## src/rtl/cond_unit.sv

```systemverilog
// cond_unit: condition evaluation and flag register for the 32-bit CPU.
// Holds the architectural {N,Z,C,V} flags. Evaluates the instruction's
// condition field against the registered flags, and gates the decoder's
// PC/register/memory write requests with the result.
// Optional build macro: COND_SQUASH_CNT_EN adds a saturating counter of
// instructions that were squashed by a failed condition.
`timescale 1ns/1ps
module cond_unit #(
   parameter logic [3:0] FLAG_RST = 4'b0000,
   parameter int         CNT_W    = 16
) (
   input  logic             clk,
   input  logic             reset,
   input  logic             en,
   input  logic [3:0]       Cond,
   input  logic [3:0]       ALUFlags,
   input  logic [1:0]       FlagW,
   input  logic             PCS,
   input  logic             RegW,
   input  logic             MemW,
`ifdef COND_SQUASH_CNT_EN
   input  logic             squash_clr,
   output logic [CNT_W-1:0] squash_cnt,
`endif
   output logic             CondEx,
   output logic             PCSrc,
   output logic             RegWrite,
   output logic             MemWrite,
   output logic [3:0]       Flags
);

   logic [3:0] flags_q, flags_d;
   logic       n_f, z_f, c_f, v_f;
   logic       cond_ex;

   assign {n_f, z_f, c_f, v_f} = flags_q;

   // Decode the condition field against the registered flags only; there is
   // deliberately no bypass from ALUFlags.
   always_comb begin
      cond_ex = 1'b0;
      case (Cond)
         4'b0000: cond_ex = z_f;
         4'b0001: cond_ex = ~z_f;
         4'b0010: cond_ex = c_f;
         4'b0011: cond_ex = ~c_f;
         4'b0100: cond_ex = n_f;
         4'b0101: cond_ex = ~n_f;
         4'b0110: cond_ex = v_f;
         4'b0111: cond_ex = ~v_f;
         4'b1000: cond_ex = c_f & ~z_f;
         4'b1001: cond_ex = ~c_f | z_f;
         4'b1010: cond_ex = (n_f == v_f);
         4'b1011: cond_ex = (n_f != v_f);
         4'b1100: cond_ex = ~z_f & (n_f == v_f);
         4'b1101: cond_ex = z_f | (n_f != v_f);
         4'b1110: cond_ex = 1'b1;
         default: cond_ex = 1'b0;   // reserved encoding never executes
      endcase
   end

   // Next flags: each half updates independently, only for an executed
   // instruction, so a failed condition leaves the flags untouched.
   always_comb begin
      flags_d = flags_q;
      if (en && cond_ex) begin
         if (FlagW[1]) flags_d[3:2] = ALUFlags[3:2];
         if (FlagW[0]) flags_d[1:0] = ALUFlags[1:0];
      end
   end

   // Flags register; reset discards any write pending in the same cycle.
   always_ff @(posedge clk) begin
      if (reset) flags_q <= FLAG_RST;
      else       flags_q <= flags_d;
   end

   assign CondEx   = cond_ex;
   assign PCSrc    = PCS  & cond_ex & en;
   assign RegWrite = RegW & cond_ex & en;
   assign MemWrite = MemW & cond_ex & en;
   assign Flags    = flags_q;

`ifdef COND_SQUASH_CNT_EN
   logic [CNT_W-1:0] cnt_q, cnt_d;
   logic             squashed;

   // A squash is a real instruction (some write requested) whose condition failed.
   assign squashed = en & ~cond_ex & (PCS | RegW | MemW | (FlagW != 2'b00));

   // Next count: clear wins over increment; saturate at all-ones.
   always_comb begin
      cnt_d = cnt_q;
      if (squash_clr)                     cnt_d = '0;
      else if (squashed && (~cnt_q != '0)) cnt_d = cnt_q + 1'b1;
   end

   // Squash counter register.
   always_ff @(posedge clk) begin
      if (reset) cnt_q <= '0;
      else       cnt_q <= cnt_d;
   end

   assign squash_cnt = cnt_q;
`endif

endmodule

```

## config.mk

```make
export PLATFORM = sky130hd
export DESIGN_NAME = cond_unit
export DESIGN_NICKNAME = d
export VERILOG_FILES = /design/src/rtl/cond_unit.sv
export SDC_FILE = /design/constraint.sdc
export NUM_CORES = 1
export LEC_CHECK = 0
export ABC_AREA = 0
export BUFFER_PORTS_ARGS = -buffer_cell sky130_fd_sc_hd__buf_2
export CAP_MARGIN = 20
export CORE_MARGIN = 2
export CORE_UTILIZATION = 30
export DETAILED_ROUTE_END_ITERATION = 10
export HOLD_SLACK_MARGIN = 0.03
export PLACE_DENSITY_LB_ADDON = 0.12
export SLEW_MARGIN = 20
export SYNTH_ARGS = -nofsm -noshare
export SYNTH_HDL_FRONTEND = slang
export SYNTH_SLANG_ARGS = --single-unit
export TNS_END_PERCENT = 30
```

## constraint.sdc

```tcl
create_clock -name clk -period 4.8 [get_ports clk]
set_input_delay 0.96 -clock clk [delete_from_list [all_inputs] [get_ports clk]]
set_output_delay 0.96 -clock clk [all_outputs]
set_load 0.05 [all_outputs]
```

==> impl_metrics.toml <==
[status]
status = "complete, no violations"

[sta]
worstMarginPinSlew_ns = 0.344
final_hold_viol_count = 0
finalSetupTns_ns = 0
max_clock_freq_ghz = 0.290
setup_ws_ns = 1.36
rsz0062_at_grt = "false"
slew_headroom = 0.769
setup_violations = 0
drv_slew = 0
finalCriticalPeriod_ns = 3.44
clock_skew_ns = 0.00195
holdWs_ns = 0.510
post-route-period-util = 0.717

[logic_synthesis]
ys_seq_elements = 4
synth_fa_ha_area_frac = 0
syn-num-nets = 73
seq_area_frac_synth = 0.171
ys.warnings.count = 0
postSynthAreaPerCell_um2 = 8.21
synth_mux_area_frac = 0.107
synth_compound_gate_area_share = 0.171
synth-simple-area-share = 0.433
synth.distinct_cells = 30
synthXorXnorAreaFrac = 0.0561
netlist_area_um2 = 468
synth_top_family_by_area = "simple AND/OR/NAND/NOR gates"
netlist_instances = 57

[place]
place_congestion = 0.661
hpwl_um = 822
numPortBuffers = 23
place_area_um2 = 582
place_inst = 93
pre_cts_ws_ns = 1.34

[layout]
final_core_util = 0.406
final_common_cell = "buf_2"
fin_nets = 98
drive_gt1_frac = 0.363
antenna_cells = 0
syn_to_final_growth_pct = 29.1
final_cell_mix = "buf_2 (23), nand2b_1 (8), mux2i_1 (5)"
layout.cells.non_filler = 96
largest_reg_flops = 4
final_area_um2 = 604

[global_routing]
grtUsageTotal = 0.121
grt_pass1_vias = 416
antenna_found_initial = 0
grt_pass1_wl_um = 1760
grt_max_degree = 15
overflow = 0

[route]
drc = 0
ant_nets = 0
wirelength_um = 998
wl_per_cell_um = 10.4
via_count = 483
drt_pass1_iterations = 4
drt-initial-drc-count = 5
avgViaCountPerCell = 5.03

[worst_setup_path]
r2r_end = "Flags[0]"
start_kind = "primary input"
worstPathRequired_ns = 3.84
crit_type = "primary input to output pin"
crit_arrival_ns = 2.48
r2r_start = "Flags[3]"
crit_start = "Cond[0]"
ff2ff_path_depth = 5
cp_max_fo = 14
cp-end-kind = "output pin"
rrSetupSlack_ns = 2.98

[clocking]
cts_buffers = 3
cts_tree = "done"
clockRootBuffer = "clkbuf_4"
htreeDepth = 1
cts_hold_repair.buffers = 0
cts_setup_buffers = 0
clock_path_buffers = 2
cts.reportedPaths.clkPinSlew_ns = 0.03
cts.repair.resized = 0
clk_latency_ns = 0.23
cts.sinks = 4

[floorplan]
die_h_um = 43.5
die_area_um2 = 1890
start_util = 0.314
die_w_um = 43.5
core-area_um2 = 1490
num_io_pins = 24
row_count = 14

[flow_run]
max-cap-violations = 0

[pwr]
leakagePower_nw = 0.290
peakVddDrop_v = 0.000108
p_total_mw = 0.125
power_density_nw_per_um2 = 207

[worst_hold_path]
hp-class = "flop to flop"
hold_start = "Flags[1]"
worstHoldPathCells = 2
holdPathEnd = "Flags[1]"
Yosys cell counts:
master | count | area (um2)
and2_1 | 4 | 25.0
a311o_1 | 1 | 10.0
and2b_2 | 1 | 8.76
buf_2 | 2 | 10.0
nand2_1 | 3 | 11.3
o221ai_1 | 1 | 8.76
nor4b_1 | 1 | 8.76
dfxtp_1 | 4 | 80.1
o311ai_2 | 1 | 16.3
nand4bb_1 | 1 | 11.3
nor3_1 | 2 | 10.0
o21ai_0 | 1 | 5.00
xnor2_1 | 1 | 8.76
nand3_1 | 1 | 5.00
nor2b_1 | 1 | 6.26
mux2i_1 | 5 | 50.1
buf_6 | 1 | 11.3
nor3b_2 | 1 | 12.5
a211oi_1 | 1 | 7.51
a21oi_1 | 1 | 5.00
a31oi_1 | 3 | 18.8
and3_1 | 1 | 6.26
nor2_1 | 2 | 7.51
and4bb_1 | 2 | 25.0
nand2b_1 | 8 | 50.1
inv_1 | 2 | 7.51
and2b_1 | 1 | 7.51
a32oi_1 | 1 | 8.76
or2b_1 | 1 | 7.51
xor2_1 | 2 | 17.5
how the worst max path moves through the flow:
stage,end,depth (start not counted)
after detailed placement,MemWrite,7
final,MemWrite,7
after global placement,RegWrite,7
after CTS,MemWrite,7
after floorplan,MemWrite,6
after global routing,MemWrite,7
critical path, cell delays in order:
cell and delay [ns]:
buf_2 0.20, nor3b_2 0.18, o21ai_0 0.09, a311o_1 0.42, a31oi_1 0.23, and2_1 0.15
buf_2 0.25
metal layers:
layer	track usage	vias up	part of all wire
met4	0.0545	0	0
met2	0.191	11	0.51
li1	-	254	-
met5	0	-	0
met1	0.157	218	0.44
met3	0.0250	0	0.044
logic make-up after synthesis:
kind of cell	after synthesis
flops	4
buf+inv	5
mux	5
simple gates	30
compound gates	10
xor+xnor	3
area by class of cell:
cell class / instances / area (um2)
clock buffer: 3 / 22.5
fill: 171 / 885
inverter: 2 / 7.51
multi-input combinational: 48 / 359
sequential: 4 / 80.1
tap: 16 / 20.0
timing repair buffer: 23 / 115
where the power goes:
part | internal, mW | leakage [nW] | switching, mW | total, mW
clock | 0.0279 | 0.0138 | 0.0122 | 0.0401
sequential | 0.0348 | 0.0325 | 0.00240 | 0.0372
combinational | 0.0182 | 0.244 | 0.0293 | 0.0475
total | 0.0809 | 0.290 | 0.0439 | 0.125
Note: power is estimated with default switching activity, not from simulation.
